$ cat config.mk
export PLATFORM = sky130hd
export DESIGN_NAME = alu_arbiter
export DESIGN_NICKNAME = d
export VERILOG_FILES = /design/src/rtl/alu_arbiter.sv
export SDC_FILE = /design/constraint.sdc
export NUM_CORES = 1
export LEC_CHECK = 0
export ABC_AREA = 0
export BUFFER_PORTS_ARGS = -buffer_cell sky130_fd_sc_hd__buf_4
export CAP_MARGIN = 40
export CORE_MARGIN = 3
export CORE_UTILIZATION = 40
export DETAILED_ROUTE_END_ITERATION = 8
export PLACE_DENSITY = 0.75
export SYNTH_ARGS = -nofsm -noshare
export SYNTH_HDL_FRONTEND = slang
export SYNTH_SLANG_ARGS = --single-unit
$ cat constraint.sdc
create_clock -name clk -period 3.37 [get_ports clk]
set_clock_uncertainty 0.1 [all_clocks]
set_input_delay 0.337 -clock clk [delete_from_list [all_inputs] [get_ports clk]]
set_output_delay 0.337 -clock clk [all_outputs]
set_load 0.01 [all_outputs]
$ cat src/rtl/alu_arbiter.sv
// alu_arbiter: shares one combinational 32-bit ALU between two requesters.
// A valid/ready handshake accepts at most one op per cycle into an issue stage
// (S1). S1 drives the ALU, and a response stage (S2) registers the result
// tagged with the winning port. Latency from acceptance to response is 2 cycles.
//
// Optional feature, controlled by the macro ALU_ARB_STARVE_EN:
//   undefined -> strict port 0 priority (port 1 may starve)
//   defined   -> a 4-bit wait counter gives port 1 priority after MAX_WAIT refusals
//
// Ports:
//   clk, reset          clock, asynchronous active-high reset
//   stall               blocks new acceptance; in-flight ops still drain
//   req{0,1}_valid/code/a/b, req{0,1}_ready   requester handshakes
//   alu_code/alu_a/alu_b -> ALU;  alu_result/alu_overflow <- ALU
//   rsp{0,1}_valid      one-cycle response strobe per port
//   rsp_result, rsp_overflow   registered result, overflow gated to add/sub
module alu_arbiter #(
  parameter int unsigned MAX_WAIT = 4
) (
  input  logic        clk,
  input  logic        reset,
  input  logic        stall,
  input  logic        req0_valid,
  input  logic [4:0]  req0_code,
  input  logic [31:0] req0_a,
  input  logic [31:0] req0_b,
  output logic        req0_ready,
  input  logic        req1_valid,
  input  logic [4:0]  req1_code,
  input  logic [31:0] req1_a,
  input  logic [31:0] req1_b,
  output logic        req1_ready,
  output logic [4:0]  alu_code,
  output logic [31:0] alu_a,
  output logic [31:0] alu_b,
  input  logic [31:0] alu_result,
  input  logic        alu_overflow,
  output logic        rsp0_valid,
  output logic        rsp1_valid,
  output logic [31:0] rsp_result,
  output logic        rsp_overflow
);

  localparam int unsigned DW  = 32;
  localparam int unsigned CW  = 5;
  localparam int unsigned WCW = 4;

  localparam logic [CW-1:0]  CODE_ADD = 5'b00000;
  localparam logic [CW-1:0]  CODE_SUB = 5'b00101;
  localparam logic [WCW-1:0] WAIT_MAX = WCW'(MAX_WAIT);

  // Issue stage (S1)
  logic          s1_valid_q, s1_valid_d;
  logic          s1_port_q,  s1_port_d;
  logic [CW-1:0] s1_code_q,  s1_code_d;
  logic [DW-1:0] s1_a_q,     s1_a_d;
  logic [DW-1:0] s1_b_q,     s1_b_d;

  // Response stage (S2)
  logic          s2_valid_q,   s2_valid_d;
  logic          s2_port_q,    s2_port_d;
  logic [DW-1:0] rsp_result_q, rsp_result_d;
  logic          rsp_ovf_q,    rsp_ovf_d;

  logic can_issue_c;
  logic prio1_c;
  logic xfer_c;

`ifdef ALU_ARB_STARVE_EN
  logic [WCW-1:0] wait_q, wait_d;

  // Port 1 overtakes port 0 once it has been refused MAX_WAIT times
  assign prio1_c = (wait_q == WAIT_MAX);

  // Wait counter: stall cycles hold; a port 1 transfer or idle port 1 clears
  always_comb begin
    wait_d = wait_q;
    if (!stall) begin
      if (!req1_valid || req1_ready) begin
        wait_d = '0;
      end else if (wait_q < WAIT_MAX) begin
        wait_d = wait_q + WCW'(1);
      end
    end
  end

  always_ff @(posedge clk or posedge reset) begin
    if (reset) begin
      wait_q <= '0;
    end else begin
      wait_q <= wait_d;
    end
  end
`else
  logic [WCW-1:0] unused_wait_max;

  // Strict port 0 priority; the starvation limit has no effect in this build
  assign prio1_c         = 1'b0;
  assign unused_wait_max = WAIT_MAX;
`endif

  // Grant: ready is gated by reset so the outputs read 0 while it is asserted
  always_comb begin
    can_issue_c = !reset && !stall;
    req0_ready  = can_issue_c && req0_valid && !(prio1_c && req1_valid);
    req1_ready  = can_issue_c && req1_valid && (!req0_valid || prio1_c);
    xfer_c      = req0_ready || req1_ready;
  end

  // S1 next state: load the winner; without a transfer only the valid drops
  always_comb begin
    s1_valid_d = xfer_c;
    s1_port_d  = s1_port_q;
    s1_code_d  = s1_code_q;
    s1_a_d     = s1_a_q;
    s1_b_d     = s1_b_q;
    if (req1_ready) begin
      s1_port_d = 1'b1;
      s1_code_d = req1_code;
      s1_a_d    = req1_a;
      s1_b_d    = req1_b;
    end else if (req0_ready) begin
      s1_port_d = 1'b0;
      s1_code_d = req0_code;
      s1_a_d    = req0_a;
      s1_b_d    = req0_b;
    end
  end

  // S2 next state: overflow only means something for add and sub
  always_comb begin
    s2_valid_d   = s1_valid_q;
    s2_port_d    = s1_port_q;
    rsp_result_d = alu_result;
    rsp_ovf_d    = alu_overflow && ((s1_code_q == CODE_ADD) || (s1_code_q == CODE_SUB));
  end

  always_ff @(posedge clk or posedge reset) begin
    if (reset) begin
      s1_valid_q   <= 1'b0;
      s1_port_q    <= 1'b0;
      s1_code_q    <= '0;
      s1_a_q       <= '0;
      s1_b_q       <= '0;
      s2_valid_q   <= 1'b0;
      s2_port_q    <= 1'b0;
      rsp_result_q <= '0;
      rsp_ovf_q    <= 1'b0;
    end else begin
      s1_valid_q   <= s1_valid_d;
      s1_port_q    <= s1_port_d;
      s1_code_q    <= s1_code_d;
      s1_a_q       <= s1_a_d;
      s1_b_q       <= s1_b_d;
      s2_valid_q   <= s2_valid_d;
      s2_port_q    <= s2_port_d;
      rsp_result_q <= rsp_result_d;
      rsp_ovf_q    <= rsp_ovf_d;
    end
  end

  // ALU operands are zeroed whenever the issue stage is empty
  assign alu_code = s1_valid_q ? s1_code_q : '0;
  assign alu_a    = s1_valid_q ? s1_a_q    : '0;
  assign alu_b    = s1_valid_q ? s1_b_q    : '0;

  assign rsp0_valid   = s2_valid_q && !s2_port_q;
  assign rsp1_valid   = s2_valid_q &&  s2_port_q;
  assign rsp_result   = rsp_result_q;
  assign rsp_overflow = rsp_ovf_q;

endmodule
==> metrics list, run 1 <==
- Die X: 119 µm
* Reported max-cap violation count: 0
- Transition time of the tightest slew-check pin: 0.821 ns
- Synthesis handed over a netlist of 358 instances.
- The tree is rooted in a sky130_fd_sc_hd__clkbuf_16.
- For the final routed database, the setup TNS stands at 0 ns.
* Count of distinct cell types in the synthesized netlist: 21
- Post-Syn Area per Cell: 14.1 µm²
* Top Ports: 282
- The area growth from synthesis to layout is 54.8%.
- In the routed design, unresolved DRC markers number 0.
- Run status: complete, but fails checks
- Measured against its own limit, the worst slew margin works out to 45.1%.
* First-pass GRT wire length: 22.9 mm
* CP endpoint kind: primary output
- The detail route stage leaves a number of antenna-violating nets equal to 0.
- Fin nets: 833
* Relative contribution of combinational cells to total power: 23.7%
- The pre-antenna-repair detailed-routing pass consisted of 4 iterations.
* Ranking of synthesized cells by area: sky130_fd_sc_hd__dfrtp_1 (52%), sky130_fd_sc_hd__mux2_4 (20%), sky130_fd_sc_hd__a22o_1 (12%), sky130_fd_sc_hd__and2_1 (8.7%), sky130_fd_sc_hd__buf_6 (3.3%)
- Switching power: 870 µW
- Setup repair after global routing left no endpoint under its margin.
- Most frequently used cell type in the post-synthesis netlist: sky130_fd_sc_hd__dfrtp_1
* Required time worst endpoint: 2.93 ns
- The finished cells cover 0.00784 mm².
- Util after Layout: 64.2%
* Design Power: 3470 µW
* Initial DRC count: 181
* TritonCTS clock tree: yes
- Count of final max-slew check failures: 0
- Area share of the largest cell type after synthesis: 52.4%
* Mean routed wirelength per cell: 17.7 µm
- Count of standard-cell rows: 40
- The number of global-route vias before repair was 4463.
- Share of total power consumed by net switching: 25.0%
- After synthesis, flip-flops and latches occupy 52.4% of the total area.
- Fmax: 459 MHz
- The checks that failed: hold timing.
- Startpoint class of the critical path: input pin
- Top cells by instance count after synthesis: sky130_fd_sc_hd__dfrtp_1 (106), sky130_fd_sc_hd__and2_1 (70), sky130_fd_sc_hd__a22o_1 (67), sky130_fd_sc_hd__mux2_4 (67), sky130_fd_sc_hd__buf_6 (15)
* Number of setup buffers added after CTS: 0
- The critical path is of the in2out type.
- Final cycle utilization of the critical path: 64.7%
- The region available for standard cell placement spans 0.0122 mm².
- Total of buffers placed on input and output ports: 281
- Pin count of the biggest net entering global routing: 72
- sky130_fd_sc_hd__dfrtp_1 takes more of the synthesized area than any other cell.
- Num Clock Sinks: 106
- The cell area that synthesis handed to floorplanning was 0.00506 mm².
- In this run the static leakage power is 0.00406 µW.
- In this run the worst path has a maximum fanout of 71.
- Worst-Skew Late Latency: 0.34 ns
- The initial antenna violation count came to 0.
- Clk slew on worst S/H paths: 0.07 ns
* CTS buffer count: 9
* Final HPWL DP: 9.93 mm
- Flip-flop and latch count after synthesis: 106
* Final antenna diode count: 0
* EDFF count, synth: 0
- Final hold slack: -0.0118 ns
- The min-delay analysis places its worst path in the category in2async.
* Min cycle time layout: 2.18 ns
- For this block, the routed nets add up to 14.7 mm of wire.
* Ratio of cells with drive above 1 in the final layout: 57.4%
- Yosys printed 0 warnings.
- The final route contains 4027 vias.
- Starting utilization of the core area: 41.5%
- In this run the number of H-tree levels came out at 3.
- The die is 119 µm tall.
- Syn_nets: 534
- The clock passes through at most 2 buffers.
* Cell-internal power: 2600 µW
* Area of the die: 0.0140 mm²
* Placement-stage cell area: 0.00725 mm²
* Sequential fraction of design power: 45.3%
- All-layer global routing usage: 20.2%
- The total overflow left after global routing is 0.
- VDD sags by at most 0.313 mV.
- Ratio of routed vias to standard cells: 4.85
- In this run, the clock network consumes 31.0% of the power.
- At the end of routability-driven placement, the weighted congestion stood at 0.744.
* Ys async rst share: 100%
- Total setup violations reported at the end of the flow: 0
- Most used DFF post-synth: sky130_fd_sc_hd__dfrtp_1
* Final hold viol count: 14
* Crit path arrival time: 1.74 ns
* Power density over the cells: 443 mW/mm²
power by group through the flow:
stage	combinational [µW]	clock [µW]	sequential [µW]
4_1_cts	828	1100	1570
3_5_place_dp	801	0	1590
5_1_grt	884	1150	1600
6_report	824	1080	1570
3_3_place_gp	768	0	1590
2_1_floorplan	461	0	1560
final timing paths:
check	startpoint	endpoint	slack [ns]	depth (start not counted)
min in group clk	alu_result[2]	rsp_result[2]$_DFF_PP0_	0.02	1
max reg2reg	s1_valid_q$_DFF_PP0_	s2_valid_q$_DFF_PP0_	2.36	1
max in group asynchronous	reset	s1_a_q[6]$_DFFE_PP0P_	2.42	3
min	reset	s1_a_q[11]$_DFFE_PP0P_	-0.01	2
min reg2reg	s1_port_q$_DFFE_PP0P_	s2_port_q$_DFF_PP0_	0.28	0
max	reset	req1_ready	1.19	5
what timing repair did:
item / CTS / global route
gates resized for setup: 0 / 0
hold buffers: 26 / 2
endpoints found under the hold margin: 26 / 2
stage by stage:
step | setup WS [ns] | instances
floorplan | 0.144 | 358
global placement | 1.09 | 785
detailed placement | 1.06 | 786
CTS | 1.17 | 828
global route | 1.10 | 830
finish | 1.19 | 830
flip-flops by register name (all words and copies together) (netlist names):
register	count
rsp_overflow	1
rsp_result	32
s1_b_q	32
s1_valid_q	1
s2_port_q	1
s1_code_q	5
s1_a_q	32
s1_port_q	1
s2_valid_q	1
layer usage:
metal  vias up  wire, µm  GRT usage (%)
met1      1966      5470           22.2
met3        17      1060           5.02
li1       1867         -              -
met4         0       194           5.00
met5         -         0              0
met2       177      7930           38.8
layout make-up:
class	count	area, µm²
timing repair buffer	318	2490
inverter	4	17.5
clock inverter	7	83.8
multi-input combinational	218	2150
clock buffer	9	225
fill	942	4370
tap	168	210
sequential	106	2650
cell usage in the layout, fill, tap and decap left out:
cell and count:
sky130_fd_sc_hd__nor3_4 1, sky130_fd_sc_hd__inv_6 3, sky130_fd_sc_hd__nor2_1 2, sky130_fd_sc_hd__bufinv_16 1, sky130_fd_sc_hd__or4b_2 1, sky130_fd_sc_hd__nor3b_1 1
sky130_fd_sc_hd__dfrtp_2 1, sky130_fd_sc_hd__and4_1 1, sky130_fd_sc_hd__mux2_4 67, sky130_fd_sc_hd__nor2b_4 1, sky130_fd_sc_hd__inv_4 1, sky130_fd_sc_hd__a22o_1 67
sky130_fd_sc_hd__clkinvlp_4 1, sky130_fd_sc_hd__dfrtp_1 105, sky130_fd_sc_hd__o21ai_0 1, sky130_fd_sc_hd__mux2_2 1, sky130_fd_sc_hd__inv_8 1, sky130_fd_sc_hd__dlygate4sd3_1 28
sky130_fd_sc_hd__buf_12 3, sky130_fd_sc_hd__a22o_2 1, sky130_fd_sc_hd__inv_1 3, sky130_fd_sc_hd__buf_4 287, sky130_fd_sc_hd__and2_1 70, sky130_fd_sc_hd__xnor2_1 1
sky130_fd_sc_hd__nor2b_1 1, sky130_fd_sc_hd__mux2i_1 1, sky130_fd_sc_hd__a22oi_1 1, sky130_fd_sc_hd__clkbuf_16 9, sky130_fd_sc_hd__clkinv_4 1
logic make-up (layout without fill, tap and decap cells):
group                     count (synthesis)  count (layout)  share of synthesized area, %
DFF                                     106             106                          52.4
and+or+nand+nor                          78              78                          9.76
AOI/OAI and AO/OA                        70              70                          12.0
muxes                                    69              69                          20.3
buffers and inverters                    34             338                          5.34
xor gates and xnor gates                  1               1                         0.173
worst max-delay path, stage by stage:
cell and delay [ns]:
sky130_fd_sc_hd__buf_4 0.14, sky130_fd_sc_hd__or4b_2 0.66, sky130_fd_sc_hd__buf_4 0.36, sky130_fd_sc_hd__inv_1 0.13
sky130_fd_sc_hd__buf_4 0.13
(Power assumes the default switching activity.)
==> run 2: changes to the inputs <==
Clock period 3.37 ns to 1.8 ns, I/O delays scaled along.
==> metrics list, run 2 (synthesized netlist as in run 1, its figures left out) <==
- Maximum buffer depth of the clock tree: 2 (unchanged)
* Worst reg2reg path depth: 1 (unchanged)
* Clk slew on worst S/H paths: 0.07 ns (about the same)
- The area growth from synthesis to layout is 56.7%.
- The count of filler cells inserted in the layout came to 918 (-2.5%).
- The die boundary width was 119 µm (unchanged).
* Area of the die: 0.0140 mm² (unchanged)
* Vias in the first global route: 4450 (-0.29%)
- The first-pass detailed-route iteration total came to 4 (unchanged).
* Run status: complete, but fails checks
* Violated checks: hold timing
- Part of the total power dissipated in the clock network: 29.4% (-1.6 points)
- Highest net fanout along the worst path: 71 (unchanged)
- The share of final-layout standard cells stronger than drive strength 1 was 57.3% (-0.088 points).
- Reported max-cap violation count: 0 (unchanged)
- Mean routed wirelength per cell: 17.6 µm (-0.44%)
* Slew margin rel.: 70.7% (+26 points)
* Cell-internal power: 4810 µW (+85%)
- Antenna violations before repair: 0 (unchanged)
* Sequential fraction of design power: 46.0% (+0.7 points)
* Startpoint class of the critical path: input pin
* Required time worst endpoint: 1.52 ns (-1.41 ns)
- The insertion delay to the later sink of the worst-skew pair is 0.33 ns (about the same).
- The total placed cells including tap cells was 790 (+0.51%).
* Post-Route WL: 14.7 mm (+0.52%)
- Most frequent cells in the layout: sky130_fd_sc_hd__buf_4 (287), sky130_fd_sc_hd__dfrtp_1 (105), sky130_fd_sc_hd__and2_1 (70)
- The maximum number of pins on one net before global-route repair came to 73 (+1.4%).
- Count of final max-slew check failures: 0 (unchanged)
- The worst setup path is captured at a primary output.
- Commonest non-fill, non-tap cell in the layout: sky130_fd_sc_hd__buf_4
* All-layer global routing usage: 20.7% (+0.50 points)
- Remaining global-route overflow: 0 (unchanged)
* Relative contribution of combinational cells to total power: 24.6% (+0.9 points)
* TritonCTS clock tree: yes
- Fmax: 574 MHz
- The core footprint is 0.0122 mm² (unchanged).
- Critical path class: in2out
- Clock H-tree levels: 3 (unchanged)
- The number of diodes came to 0 (unchanged).
- Final weighted congestion in routability-driven placement: 0.708 (-4.9%)
* Fin nets: 841 (+0.96%)
* Transition time of the tightest slew-check pin: 0.439 ns (-0.381 ns)
- Final cycle utilization of the critical path: 96.8%
- The worst hold path belongs to the class in2async.
- The wire length of the first global-routing pass came to 23.3 mm (+1.8%).
* CTS Root Cell: sky130_fd_sc_hd__clkbuf_16
- The final non-filler cell total came to 838 (+0.96%).
- The power density over the cells came to 805 mW/mm² (+82%).
- The count of buffers from port buffering came to 281 (unchanged).
* Top Ports: 282 (unchanged)
- CTS buffer count: 9 (unchanged)
* Count of standard-cell rows: 40 (unchanged)
- Count of nets left with antenna violations after detail routing: 0 (unchanged)
- The HPWL reported at the end of detailed placement is 10.3 mm (+3.8%).
- The per-cell via count in the routed design came to 4.79 (-1.4%).
- Min cycle time layout: 1.74 ns
- Setup repair after global routing missed its margin: no
* Util after Layout: 65.0% (+0.79 points)
- The violation count after the first detailed-routing iteration was 193 (+6.6%).
- Num Clock Sinks: 106 (unchanged)
- The fraction of power spent switching nets came to 24.7% (-0.35 points).
- The total of endpoints with negative setup slack in the final report is 0 (unchanged).
* Leakage power total: 0.00409 µW (+0.90%)
- The via count was 4010 (-0.42%).
- Final hold viol count: 4 (-10)
- The initial cell density of the core is 41.5% (unchanged).
- The vertical die dimension was 119 µm (unchanged).
- Crit path arrival time: 1.46 ns (-0.28 ns)
- Maximum vdd drop: 0.349 mV (+12%)
- The final hold slack was -0.00727 ns (+0.00458 ns).
- The number of remaining DRC errors is 0 (unchanged).
* Switching power: 1580 µW (+81%)
==> run 2: changes by cell type in the layout (fill, tap and decap cells not counted), sizes merged <==
cell | previous run | this run
bufinv | 1 | 0
buf | 290 | 294
clkinv | 1 | 2
inv | 8 | 4
clkbuf | 9 | 11
clkinvlp | 1 | 3
dlygate4sd3 | 28 | 32
==> run 2: metal layers <==
metal | vias up | wire length (µm) | GRT usage (%)
met5 | - | 0 | 0
met2 | 169 | 7920 | 38.8
met1 | 1946 | 5630 | 23.4
met3 | 16 | 978 | 4.64
met4 | 0 | 215 | 6.01
li1 | 1879 | - | -
==> run 2: final cells by class <==
cell class | instances | area (µm²) | share of cell area [%]
clock buffers | 11 | 253 | 3.19
clock inverters | 5 | 37.5 | 0.473
inverters | 4 | 18.8 | 0.237
multi-input cells | 218 | 2150 | 27.1
flip-flops and latches | 106 | 2660 | 33.5
well taps | 168 | 210 | 2.65
repair buffers | 326 | 2610 | 32.8
==> run 2: path summary, 6_finish.rpt <==
path	from	endpoint	slack [ns]
worst max-delay path	reset	req1_ready	0.06
worst min-delay path	reset	s2_valid_q$_DFF_PP0_	-0.007
worst max register to register	s1_valid_q$_DFF_PP0_	s2_valid_q$_DFF_PP0_	0.79
worst min register to register	s1_port_q$_DFFE_PP0P_	s2_port_q$_DFF_PP0_	0.29
max in group asynchronous	reset	s1_a_q[0]$_DFFE_PP0P_	1.23
min in group clk	alu_overflow	rsp_overflow$_DFF_PP0_	0.02
==> run 2: critical path: stages <==
cell                     delay (ns)
sky130_fd_sc_hd__buf_4         0.11
sky130_fd_sc_hd__or4b_2        0.71
sky130_fd_sc_hd__buf_12        0.25
sky130_fd_sc_hd__inv_1         0.08
sky130_fd_sc_hd__buf_4         0.11
==> run 2: per-stage QoR <==
step	power [µW]	area, µm²	setup WS [ns]	hold slack (ns)	setup TNS [ns]
final	6390	7940	0.0580	-0.00727	0
after global routing	6700	7940	0.00363	0.0191	0
after CTS	6440	7940	0.0495	0.00625	0
after detailed placement	4490	7320	-0.209	0.191	-11.61
after global placement	4440	7320	-0.174	0.189	-8.73
after floorplan	3790	5070	0.175	0.111	0
==> run 2: repair_timing <==
action / CTS / global route
hold buffers: 32 / 0
gates resized for setup: 2 / 0
endpoints found under the hold margin: 32 / 0
endpoints found under the setup margin: 23 / 0
setup buffers: 0 / 0
==> run 2: power by group through the flow <==
stage               Combinational, µW  Clock (µW)  Sequential [µW]
global placement                 1480           0             2960
finish                           1570        1880             2940
global route                     1690        2040             2980
floorplan                         864           0             2920
detailed placement               1520           0             2970
CTS                              1590        1930             2930
==> run 3: changes to the inputs <==
Settings changed: BUFFER_PORTS_ARGS -buffer_cell sky130_fd_sc_hd__buf_4 to -buffer_cell sky130_fd_sc_hd__clkbuf_2, SETUP_SLACK_MARGIN set to 0.1.
==> metrics list, run 3 (synthesized netlist as in run 1, its figures left out) <==
- The run finished with clean final reports.
- The vertical die dimension was 119 µm (unchanged).
* Accumulated negative setup slack: 0 ns (unchanged)
- Routed via count: 4074 (+1.6%)
- Area growth from synthesis to layout: 44.5%
* Clock H-tree levels: 3 (unchanged)
* Final hold viol count: 0 (-4)
- The routability congestion estimate from global placement was 0.744 (+5.1%).
* Maximum buffer depth of the clock tree: 2 (unchanged)
- CTS placed an instance of sky130_fd_sc_hd__clkbuf_16 at the clock tree root.
* Power density over the cells: 856 mW/mm² (+6.4%)
- DRC viols: 0 (unchanged)
- The maximum clock frequency is 634 MHz (+10%).
- CP max stage delay: 0.38 ns (-0.33 ns)
* Crit path arrival time: 1.30 ns (-0.16 ns)
* Highest net fanout along the worst path: 70 (-1.4%)
- Final cycle utilization of the critical path: 87.6% (-9.2 points)
- Startpoint of the worst-slack reg-to-reg timing path: s1_code_q[0]$_DFFE_PP0P_
- Slew margin rel.: 47.0% (-24 points)
- The count of buffers from port buffering came to 281 (unchanged).
- Startpoint class of the critical path: flop
- By startpoint and endpoint, the worst setup path is classified as reg2out.
- The depth of the critical timing path with buffers and inverters included came to 3 (-2).
- The net count reported at finish was 843 (+0.24%).
* Setup slack of the most critical reg-to-reg path: 0.78 ns (about the same)
- Destination of the critical timing path: alu_a[1]
- Antenna violations before repair: 0 (unchanged)
- STA classifies the critical path endpoint as a primary output.
* Reported max-cap violation count: 0 (unchanged)
- Slowest cell on the critical path: sky130_fd_sc_hd__dfrtp_2
* Count of nets left with antenna violations after detail routing: 0 (unchanged)
- The time the final worst path needs with I/O delays and setup is 1.58 ns (-0.165 ns).
- Vias in the first global route: 4319 (-2.9%)
- Final HPWL DP: 9.58 mm (-7.0%)
- The clock edge transition at the registers on the reported setup and hold paths is 0.07 ns (about the same).
- Worst reg2reg path depth: 2 (+1)
- Count of standard-cell rows: 40 (unchanged)
* Initial DRC count: 245 (+27%)
- The core footprint was 0.0122 mm² (unchanged).
- Ratio of routed vias to standard cells: 4.85 (+1.4%)
* Worst-Skew Late Latency: 0.34 ns (about the same)
- The maximum number of pins on one net before global-route repair came to 71 (-2.7%).
* Ratio of cells with drive above 1 in the final layout: 57.3% (about the same)
* Die X: 119 µm (unchanged)
- The area of the die is 0.0140 mm² (unchanged).
- The clock sink count was 106 (unchanged).
- Cells along the critical path: buf_12, and2_1, clkbuf_2
* Count of final max-slew check failures: 0 (unchanged)
- Setup repair after global routing left no endpoint under its margin.
* CTS buffer count: 9 (unchanged)
- The worst-margin pin slew is 0.794 ns (+0.354 ns).
- The global-route congestion overflow total was 0 (unchanged).
- Commonest non-fill, non-tap cell in the layout: sky130_fd_sc_hd__clkbuf_2
* Final antenna diode count: 0 (unchanged)
- First-pass GRT wire length: 23.2 mm (-0.59%)
* Post-Route WL: 14.6 mm (-0.69%)
* All-layer global routing usage: 20.8% (+0.094 points)
- The total of endpoints with negative setup slack in the final report is 0 (unchanged).
- Required time worst endpoint: 1.52 ns (about the same)
- Leakage power total: 0.00396 µW (-3.3%)
- TritonCTS clock tree: yes
- Most frequent cells in the layout: sky130_fd_sc_hd__clkbuf_2 (281), sky130_fd_sc_hd__dfrtp_1 (105), sky130_fd_sc_hd__and2_1 (70)
- Top cell family by delay on the critical path: buffers and inverters
* Starting utilization of the core area: 41.5% (unchanged)
* Util after Layout: 59.9% (-5.1 points)
* Count of buffer and inverter cells on the critical path: 2 (-2)
- The wire length per cell is 17.4 µm (-0.92%).
* FF-to-FF End: rsp_overflow$_DFF_PP0_
- Maximum vdd drop: 0.553 mV (+58%)
* Worst setup startpoint: s1_valid_q$_DFF_PP0_
- Top Ports: 282 (unchanged)
* Number of fill cells in the layout: 1000 (+8.9%)
- Class of the worst hold path: in2reg
* Pre-Repair DR Iteration Count: 4 (unchanged)
==> run 3: cell count changes in the layout (fill, tap and decap cells not counted), sizes merged <==
cell | before | now
clkbuf | 11 | 291
clkinvlp | 3 | 2
buf | 294 | 12
inv | 4 | 6
bufbuf | 0 | 2
dlygate4sd3 | 32 | 33
==> run 3: worst min path at each step <==
stage	slack, ns	endpoint	startpoint	cells after the start
floorplan	0.11	rsp_result[0]$_DFF_PP0_	alu_result[0]	0
global placement	0.19	rsp_result[9]$_DFF_PP0_	alu_result[9]	1
finish	0.04	rsp_overflow$_DFF_PP0_	alu_overflow	2
CTS	0.0003	rsp_overflow$_DFF_PP0_	alu_overflow	2
detailed placement	0.19	rsp_result[31]$_DFF_PP0_	alu_result[31]	1
global route	0.04	rsp_overflow$_DFF_PP0_	alu_overflow	2
==> run 3: metal layers <==
layer / share of wire (%) / wire length [µm] / vias to the layer above / track usage (%)
li1: - / - / 1888 / -
met1: 38 / 5500 / 1979 / 24.0
met2: 54 / 7870 / 188 / 38.4
met3: 7.0 / 1020 / 19 / 5.17
met4: 1.7 / 243 / 0 / 5.50
met5: 0 / 0 / - / 0
==> run 3: cell type report <==
type / count / area (µm²) / area share, %
Tap cell: 168 / 210 / 2.87
Multi-Input combinational cell: 218 / 2160 / 29.5
Inverter: 4 / 18.8 / 0.257
Clock inverter: 6 / 56.3 / 0.770
Clock buffer: 10 / 239 / 3.27
Timing Repair Buffer: 328 / 1980 / 27.1
Sequential cell: 106 / 2650 / 36.3
==> run 3: report_power, final <==
| part | internal (µW) | switching (µW) | total [µW] |
|---|---|---|---|
| clock network | 1010 | 913 | 1920 |
| logic | 879 | 521 | 1400 |
| registers | 2740 | 201 | 2940 |
| total | 4630 | 1640 | 6260 |
==> run 3: per-stage QoR <==
step	cell area (µm²)	setup WS [ns]	instances	total power (µW)	hold WS [ns]
2_1_floorplan	5070	0.175	358	3790	0.111
3_3_place_gp	6620	-0.127	789	4260	0.189
3_5_place_dp	6620	-0.149	789	4310	0.190
4_1_cts	7310	0.200	840	6310	0.000286
5_1_grt	7310	0.146	840	6570	0.0439
6_report	7310	0.223	840	6260	0.0448
==> run 3: repair_timing <==
| action | CTS | global route |
|---|---|---|
| gates resized for setup | 1 | 0 |
| endpoints found under the hold margin | 48 | 0 |
| endpoints found under the setup margin | 1 | 0 |
| setup buffers | 0 | 0 |
| hold buffers | 33 | 0 |
